[config.mk]
export PLATFORM = sky130hd
export DESIGN_NAME = hazard_detection_flat
export DESIGN_NICKNAME = d
export VERILOG_FILES = /design/src/rtl/hazard_detection_if.sv /design/src/rtl/hazard_detection.sv /design/src/flat_wrapper.sv
export SDC_FILE = /design/constraint.sdc
export NUM_CORES = 1
export LEC_CHECK = 0
export CORE_MARGIN = 4
export CORE_UTILIZATION = 45
export CTS_BUF_LIST = sky130_fd_sc_hd__clkbuf_4
export DETAILED_ROUTE_END_ITERATION = 10
export PLACE_DENSITY = 0.74
export SYNTH_ARGS = -nofsm -noshare
export SYNTH_HDL_FRONTEND = slang
export SYNTH_SLANG_ARGS = --single-unit
[constraint.sdc]
create_clock -name i_clk -period 2.15 [get_ports i_clk]
set_input_delay 0.3225 -clock i_clk [delete_from_list [all_inputs] [get_ports i_clk]]
set_output_delay 0.3225 -clock i_clk [all_outputs]
set_load 0.1 [all_outputs]
[src/rtl/hazard_detection_if.sv]
// Signal bundle between the ID-stage pipeline control and the hazard detection unit.
// The pipeline side uses the master modport and the hazard unit uses the slave modport.
interface hazard_detection_if #(
  parameter int REG_ADDR_SIZE = 5
);
  logic                     i_enable;
  logic [REG_ADDR_SIZE-1:0] i_id_rs;
  logic [REG_ADDR_SIZE-1:0] i_id_rt;
  logic                     i_id_uses_rt;
  logic                     i_ex_mem_read;
  logic [REG_ADDR_SIZE-1:0] i_ex_rt;
  logic                     i_id_jump_taken;
  logic                     i_id_halt;
  logic                     o_pc_write;
  logic                     o_if_id_write;
  logic                     o_if_id_flush;
  logic                     o_id_ex_bubble;
  logic                     o_halted;
  logic [15:0]              o_stall_count;

  modport master (
    output i_enable, i_id_rs, i_id_rt, i_id_uses_rt, i_ex_mem_read, i_ex_rt,
           i_id_jump_taken, i_id_halt,
    input  o_pc_write, o_if_id_write, o_if_id_flush, o_id_ex_bubble, o_halted,
           o_stall_count
  );

  modport slave (
    input  i_enable, i_id_rs, i_id_rt, i_id_uses_rt, i_ex_mem_read, i_ex_rt,
           i_id_jump_taken, i_id_halt,
    output o_pc_write, o_if_id_write, o_if_id_flush, o_id_ex_bubble, o_halted,
           o_stall_count
  );
endinterface

[src/rtl/hazard_detection.sv]
// Hazard detection beside the ID stage: load-use stall, taken-jump flush of IF/ID,
// and HALT handling that stops fetch, drains EX/MEM/WB and then reports halted.
module hazard_detection #(
  parameter int REG_ADDR_SIZE = 5,
  parameter int DRAIN_CYCLES  = 4
) (
  input logic               i_clk,
  input logic               i_reset,
  hazard_detection_if.slave hd
);

  typedef enum logic [1:0] {
    ST_RUN    = 2'd0,
    ST_DRAIN  = 2'd1,
    ST_HALTED = 2'd2
  } state_t;

  localparam logic [3:0] DRAIN_INIT = 4'(DRAIN_CYCLES - 1);

  state_t      state_r;
  state_t      state_next_s;
  logic [3:0]  cnt_r;
  logic [3:0]  cnt_next_s;
  logic        halted_r;
  logic        halted_next_s;
  logic [15:0] stall_count_r;
  logic [15:0] stall_count_next_s;
  logic        hazard_s;
  logic        pc_write_s;
  logic        if_id_write_s;
  logic        if_id_flush_s;
  logic        id_ex_bubble_s;

  // Load-use detection; a load into $0 never creates a dependency.
  always_comb begin
    hazard_s = hd.i_ex_mem_read
             & (hd.i_ex_rt != {REG_ADDR_SIZE{1'b0}})
             & ((hd.i_ex_rt == hd.i_id_rs)
                | (hd.i_id_uses_rt & (hd.i_ex_rt == hd.i_id_rt)));
  end

  // Next-state and pipeline-control decode; reset or a frozen step drives every control low.
  always_comb begin
    state_next_s       = state_r;
    cnt_next_s         = cnt_r;
    halted_next_s      = halted_r;
    stall_count_next_s = stall_count_r;
    pc_write_s         = 1'b0;
    if_id_write_s      = 1'b0;
    if_id_flush_s      = 1'b0;
    id_ex_bubble_s     = 1'b0;
    if (!i_reset) begin
      state_next_s = ST_RUN;
    end else if (!hd.i_enable) begin
      state_next_s = state_r;
    end else begin
      case (state_r)
        ST_RUN: begin
          if (hazard_s) begin
            id_ex_bubble_s = 1'b1;
            if (stall_count_r != 16'hFFFF) begin
              stall_count_next_s = stall_count_r + 16'd1;
            end else begin
              stall_count_next_s = stall_count_r;
            end
          end else if (hd.i_id_halt) begin
            // HALT itself travels on as a NOP while fetch stops.
            state_next_s = ST_DRAIN;
            cnt_next_s   = DRAIN_INIT;
          end else begin
            pc_write_s    = 1'b1;
            if_id_write_s = 1'b1;
            if_id_flush_s = hd.i_id_jump_taken;
          end
        end
        ST_DRAIN: begin
          id_ex_bubble_s = 1'b1;
          if (cnt_r == 4'd0) begin
            state_next_s  = ST_HALTED;
            halted_next_s = 1'b1;
          end else begin
            cnt_next_s = cnt_r - 4'd1;
          end
        end
        ST_HALTED: begin
          id_ex_bubble_s = 1'b1;
        end
        default: begin
          state_next_s = ST_RUN;
          cnt_next_s   = 4'd0;
        end
      endcase
    end
  end

  // State, drain counter, halted flag and stall counter registers.
  always_ff @(posedge i_clk or negedge i_reset) begin
    if (!i_reset) begin
      state_r       <= ST_RUN;
      cnt_r         <= 4'd0;
      halted_r      <= 1'b0;
      stall_count_r <= 16'd0;
    end else begin
      state_r       <= state_next_s;
      cnt_r         <= cnt_next_s;
      halted_r      <= halted_next_s;
      stall_count_r <= stall_count_next_s;
    end
  end

  assign hd.o_pc_write     = pc_write_s;
  assign hd.o_if_id_write  = if_id_write_s;
  assign hd.o_if_id_flush  = if_id_flush_s;
  assign hd.o_id_ex_bubble = id_ex_bubble_s;
  assign hd.o_halted       = halted_r;
  assign hd.o_stall_count  = stall_count_r;

endmodule

[src/flat_wrapper.sv]
// flat-port wrapper written by rule: the top's interface ports become plain ports
module hazard_detection_flat 
#(
  parameter int REG_ADDR_SIZE = 5,
  parameter int DRAIN_CYCLES  = 4
)
  (i_clk, i_reset, hd_i_enable, hd_i_id_rs, hd_i_id_rt, hd_i_id_uses_rt, hd_i_ex_mem_read, hd_i_ex_rt, hd_i_id_jump_taken, hd_i_id_halt, hd_o_pc_write, hd_o_if_id_write, hd_o_if_id_flush, hd_o_id_ex_bubble, hd_o_halted, hd_o_stall_count);
  hazard_detection_if #(.REG_ADDR_SIZE(REG_ADDR_SIZE)) hd_i ();
  input logic i_clk;
  input logic i_reset;
  input wire logic [$bits(hd_i.i_enable)-1:0] hd_i_enable;
  input wire logic [$bits(hd_i.i_id_rs)-1:0] hd_i_id_rs;
  input wire logic [$bits(hd_i.i_id_rt)-1:0] hd_i_id_rt;
  input wire logic [$bits(hd_i.i_id_uses_rt)-1:0] hd_i_id_uses_rt;
  input wire logic [$bits(hd_i.i_ex_mem_read)-1:0] hd_i_ex_mem_read;
  input wire logic [$bits(hd_i.i_ex_rt)-1:0] hd_i_ex_rt;
  input wire logic [$bits(hd_i.i_id_jump_taken)-1:0] hd_i_id_jump_taken;
  input wire logic [$bits(hd_i.i_id_halt)-1:0] hd_i_id_halt;
  output wire logic [$bits(hd_i.o_pc_write)-1:0] hd_o_pc_write;
  output wire logic [$bits(hd_i.o_if_id_write)-1:0] hd_o_if_id_write;
  output wire logic [$bits(hd_i.o_if_id_flush)-1:0] hd_o_if_id_flush;
  output wire logic [$bits(hd_i.o_id_ex_bubble)-1:0] hd_o_id_ex_bubble;
  output wire logic [$bits(hd_i.o_halted)-1:0] hd_o_halted;
  output wire logic [$bits(hd_i.o_stall_count)-1:0] hd_o_stall_count;
  assign hd_i.i_enable = hd_i_enable;
  assign hd_i.i_id_rs = hd_i_id_rs;
  assign hd_i.i_id_rt = hd_i_id_rt;
  assign hd_i.i_id_uses_rt = hd_i_id_uses_rt;
  assign hd_i.i_ex_mem_read = hd_i_ex_mem_read;
  assign hd_i.i_ex_rt = hd_i_ex_rt;
  assign hd_i.i_id_jump_taken = hd_i_id_jump_taken;
  assign hd_i.i_id_halt = hd_i_id_halt;
  assign hd_o_pc_write = hd_i.o_pc_write;
  assign hd_o_if_id_write = hd_i.o_if_id_write;
  assign hd_o_if_id_flush = hd_i.o_if_id_flush;
  assign hd_o_id_ex_bubble = hd_i.o_id_ex_bubble;
  assign hd_o_halted = hd_i.o_halted;
  assign hd_o_stall_count = hd_i.o_stall_count;
  hazard_detection #(.REG_ADDR_SIZE(REG_ADDR_SIZE), .DRAIN_CYCLES(DRAIN_CYCLES)) u_core (.i_clk(i_clk), .i_reset(i_reset), .hd(hd_i));
endmodule
### Word level (Yosys, flattened, before mapping)

Index checks and enable logic that the tools add are counted.

| cells by class | value |
|---|---|
| add/sub/neg operators | 2 |
| equal/unequal tests | 13 |
| mux-type cells | 24 |
| bitwise operators | 5 |
| reduce and logical (&&, ||, !) cells | 8 |

Operators by type and width:

| operator | number |
|---|---|
| adder 16 x 1 -> 16 bit, second input constant | 1 |
| != test 16 bit, second input constant | 1 |
| 2-to-1 mux 1 bit | 13 |
| 2-to-1 mux 4 bit | 3 |
| case mux 4 bit (3 select lines) | 1 |
| equality test 5 bit | 2 |
| 2-to-1 mux 2 bit | 5 |
| AND reduction 5 bit | 2 |
| != test 2 bit, second input constant | 4 |
| != test 3 bit, second input constant | 2 |
| case mux 2 bit (3 select lines) | 1 |
| AND reduction 6 bit | 1 |
| nonzero test 5 bit | 1 |
| logical NOT 4 bit | 1 |
| AND reduction 4 bit | 1 |
| subtractor 4 x 1 -> 4 bit, second input constant | 1 |
| AND 1 bit | 3 |
| != test 3 x 2 -> 1 bit, second input constant | 1 |
| equality test 2 x 1 -> 1 bit, second input constant | 1 |
| equality test 2 bit, second input constant | 1 |
| logical NOT 2 bit | 1 |
| != test 2 x 1 -> 1 bit, second input constant | 1 |
| case mux 1 bit (2 select lines) | 1 |
| OR reduction 2 bit | 1 |
| other kinds (2) | 2 |

| word-level totals | value |
|---|---|
| register bits | 23 |
| input port bits | 22 |
| word-level logic and storage cells | 56 |

### Longest topological paths before layout

| logic depth | value |
|---|---|
| depth after elaboration | 8 |
| depth in mapped cells | 8 |

### Least setup slack after synthesis

Ideal clock, no wire load.

| timing path | value |
|---|---|
| kind | in2out |
| from | input hd_i_ex_rt[0] |
| to | output hd_o_if_id_flush |
| data arrival time | 4.334 ns |
| data required time | 1.827 ns |
| path slack | -2.506 ns |
| stages on the path | 4 |
| buffers on the path | 0 |
| path through | or4_1 > o21a_1 > nor2b_1 > nor4b_1 |

| on the way | value |
|---|---|
| longest elaborated chain between the ends | 8 |
| elaborated cells between the ends (all ways) | 11 |
| those cells by class | eq/ne (2); mux (4); bitwise (4); reduce/logical (1) |

RTL lines:

| what | line | source |
|---|---|---|
| start: declaration | flat_wrapper.sv:16 | `input wire logic [$bits(hd_i.i_ex_rt)-1:0] hd_i_ex_rt;` |
| equality test 5 bit | hazard_detection.sv:39 | `\| (hd.i_id_uses_rt & (hd.i_ex_rt == hd.i_id_rt)));` |
| AND 1 bit | hazard_detection.sv:39 |  |
| bitwise OR 1 bit | hazard_detection.sv:39 |  |
| AND 1 bit (*) | hazard_detection.sv:38 | `& ((hd.i_ex_rt == hd.i_id_rs)` |
| 2-to-1 mux 1 bit (*) | hazard_detection.sv:59 | `if (hazard_s) begin` |
| 2-to-1 mux 1 bit (*) | hazard_detection.sv:57 | `case (state_r)` |
| 2-to-1 mux 1 bit (*) | hazard_detection.sv:54 | `end else if (!hd.i_enable) begin` |
| 2-to-1 mux 1 bit (*) | hazard_detection.sv:52 | `if (!i_reset) begin` |
| end: declaration | flat_wrapper.sv:21 | `output wire logic [$bits(hd_i.o_if_id_flush)-1:0] hd_o_if_id_flush;` |

Mark *: on every way between the ends. The rest lies on a longest branch, timed or not.

### Worst setup path in the final report

| timing path | value |
|---|---|
| from | input hd_i_ex_rt[4] |
| to | output hd_o_if_id_flush |

Same word-level chain as after synthesis.

==> results_dict.tcl <==
set metrics [dict create \
    min_period_over_period 1.01 \
    fp.dieArea_sq_um 4310 \
    cp_max_fo 2 \
    ys_warn_count 0 \
    die_h_um 65.7 \
    critical_path.max_stage_delay_ns 0.52 \
    synth_fp_nets 184 \
    startpoint_type "input port" \
    rr_startpoint "u_core.state_r[1]$_DFFE_PN0P_" \
    dp_cells 260 \
    drv_cap 0 \
    crit_required_ns 1.83 \
    grt_pass1_wl_mm 6.96 \
    cts.sinks 23 \
    clkTransAtPathRegs_ns 0.13 \
    layout.nets 256 \
    min_from "u_core.hd.o_stall_count[5]$_DFFE_PN0P_" \
    swShare 0.392 \
    vias 1394 \
    hpwlAfterDp_mm 3.16 \
    finalHoldViolCount 0 \
    final_cell_mix "buf_4, xor2_1, nand2_1" \
    power.density_nw_per_um2 512 \
    violations "setup timing" \
    setup_viol 1 \
    vdd_ir_drop_max_mv 0.339 \
    power_mw 1.20 \
    multi_input_area_sq_um 1010 \
    drc_errors 0 \
    synthToLayoutAreaGrowth_pct 57.1 \
    gr-usage-all-layers 0.207 \
    ys_ff_latch 23 \
    coreArea_sq_um 3130 \
    clk_latency_ns 0.31 \
    final_common_cell "buf_4" \
    ant_nets 0 \
    cts_tree "yes" \
    pin_count 43 \
    grt_setup_unrepaired "yes" \
    async_flop_share 1.00 \
    place_congestion 0.867 \
    outcome "finished with violations" \
    synth_cell_type_count 40 \
    p_switching_mw 0.472 \
    worst_slew_pin_slew_ns 0.396 \
    fmax_mhz 462 \
    overflow 0 \
    clock_skew_ns 0.00685 \
    path_cells "buf_8, or4_4, o21a_1, nor2b_4, nor4b_4, buf_12" \
    r2r_cells 8 \
    cts.path.max_buffers 2 \
    synth_edf_count 0 \
    period_needed_ns 2.17 \
    internal_power_mw 0.733 \
    avgSynthCellArea_sq_um 9.72 \
    hold_path.class "flip-flop to flip-flop" \
    final.fill_count 222 \
    drt_first_pass_iters 5 \
    r2r-end "u_core.cnt_r[3]$_DFFE_PN0P_" \
    regArea_sq_um 591 \
    report.final.slew_viol_count 0 \
    maxSlewHeadroom 0.736 \
    clockPowerShare 0.167 \
    drt-initial-drc-count 50 \
    synth_area_sq_um 1500 \
    synth-seq-area-share 0.385 \
    final_cells 269 \
    combinationalPowerShare 0.402 \
    sequentialPowerShare 0.431 \
    synthFlopType "dfrtp_1" \
    rrSetupSlack_ns 0.14 \
    insertedDiodeCount 0 \
    portBuffers 42 \
    cts_root_buf "clkbuf_4" \
    htree_levels 1 \
    p_leak_nw 1.18 \
    antenna_found_initial 0 \
    drt-total-wl_mm 4.22 \
    wl_per_cell_um 15.7 \
    layout-drive-gt1-share 0.444 \
    die_width_um 65.7 \
    crit_path_top_delay_cell "or4_4" \
    cp.arrival_ns 1.84 \
    grt_max_degree 29 \
    synthCells 154 \
    post_drt_via_cell_ratio 5.18 \
    crit_start "hd_i_ex_rt[4]" \
    cp-end-kind "primary output" \
    cts_made_buffers 3 \
    crit_path_end "hd_o_if_id_flush" \
    start_util 0.478 \
    crit_type "input port to primary output" \
    grt_pass1_vias 1459 \
    num_rows 20 \
    worst_slack_ns -0.0168 \
]
kinds of logic (layout without fill, tap and decap cells):
family,after synthesis,in the layout,synth area share
buffers and inverters,11,82,0.0351
adder cells (fa/ha/maj),8,8,0.0669
AND/OR/NAND/NOR,69,69,0.263
multiplexers,5,5,0.0351
AO/OA/AOI/OAI,14,14,0.0744
XOR/XNOR,24,24,0.140
flip-flops,23,23,0.385
Yosys cell counts (3+ instances only):
master / instances / area, sq um
dfrtp_1: 23 / 576
ha_1: 8 / 100
inv_1: 9 / 33.8
mux2i_1: 3 / 30.0
nand2_1: 17 / 63.8
nand3_1: 5 / 25.0
nand4_1: 4 / 25.0
nor2_1: 11 / 41.3
nor3_1: 11 / 55.1
nor3b_1: 4 / 30.0
nor4_2: 4 / 50.1
xnor2_1: 4 / 35.0
xor2_1: 20 / 175
worst max-delay path: cells and delay by family:
kind / cells / cell delay, ns
simple gates: 3 / 0.99
buf+inv: 2 / 0.32
compound gates: 1 / 0.22
state kept, by name, summed over array words and instances (netlist names):
name                     flops
u_core.state_r               2
u_core.hd.o_halted           1
u_core.cnt_r                 4
u_core.hd.o_stall_count     16
stage by stage:
stage / instance area, sq um / worst slack, ns / hold slack (ns) / TNS (ns) / utilization
final: 2350 / -0.0168 / 0.496 / -0.0168 / 0.752
after detailed placement: 2170 / -0.434 / 0.474 / -7.57 / 0.692
after CTS: 2270 / 0.000496 / 0.492 / 0 / 0.725
after floorplan: 1560 / -0.534 / 0.0269 / -1.29 / -
after global placement: 2170 / -0.363 / 0.455 / -5.94 / 0.692
after global routing: 2350 / -0.0730 / 0.512 / -0.0999 / 0.752
how the worst min path moves through the flow:
stage	to	slack, ns	cells past startpoint
after floorplan	u_core.cnt_r[0]$_DFFE_PN0P_	0.03	0
after global placement	u_core.hd.o_halted$_DFFE_PN0P_	0.46	1
after detailed placement	u_core.hd.o_stall_count[5]$_DFFE_PN0P_	0.47	1
after CTS	u_core.hd.o_stall_count[5]$_DFFE_PN0P_	0.49	1
after global routing	u_core.hd.o_stall_count[11]$_DFFE_PN0P_	0.51	1
final	u_core.hd.o_stall_count[5]$_DFFE_PN0P_	0.50	1
layer usage:
layer | GRT usage | share of wire | routed length, um
met5 | 0 | 0 | 0
met4 | 0.0829 | 0.018 | 78
met3 | 0.0325 | 0.055 | 231
met2 | 0.344 | 0.48 | 2050
met1 | 0.266 | 0.44 | 1870
timing repair:
item / 4_1_cts / 5_1_grt
hold buffers: 0 / 0
endpoints found under the setup margin: 12 / 12
gates resized for setup: 34 / 22
pin swaps: 11 / 8
setup buffers: 3 / 2
area by class of cell:
class | count | area share
timing repair buffer | 69 | 0.269
sequential | 23 | 0.251
inverter | 9 | 0.0144
multi-input combinational | 120 | 0.430
clock buffer | 3 | 0.00958
tap | 44 | 0.0234
clock inverter | 1 | 0.00213
power groups by stage:
| stage | sequential, mW | clock (mW) | combinational, mW |
|---|---|---|---|
| 6_report | 0.518 | 0.201 | 0.484 |
| 2_1_floorplan | 0.610 | 0 | 0.184 |
| 3_3_place_gp | 0.517 | 0 | 0.439 |
| 5_1_grt | 0.526 | 0.232 | 0.520 |
| 4_1_cts | 0.514 | 0.215 | 0.469 |
| 3_5_place_dp | 0.522 | 0 | 0.449 |
Note: power is estimated with default switching activity, not from simulation.
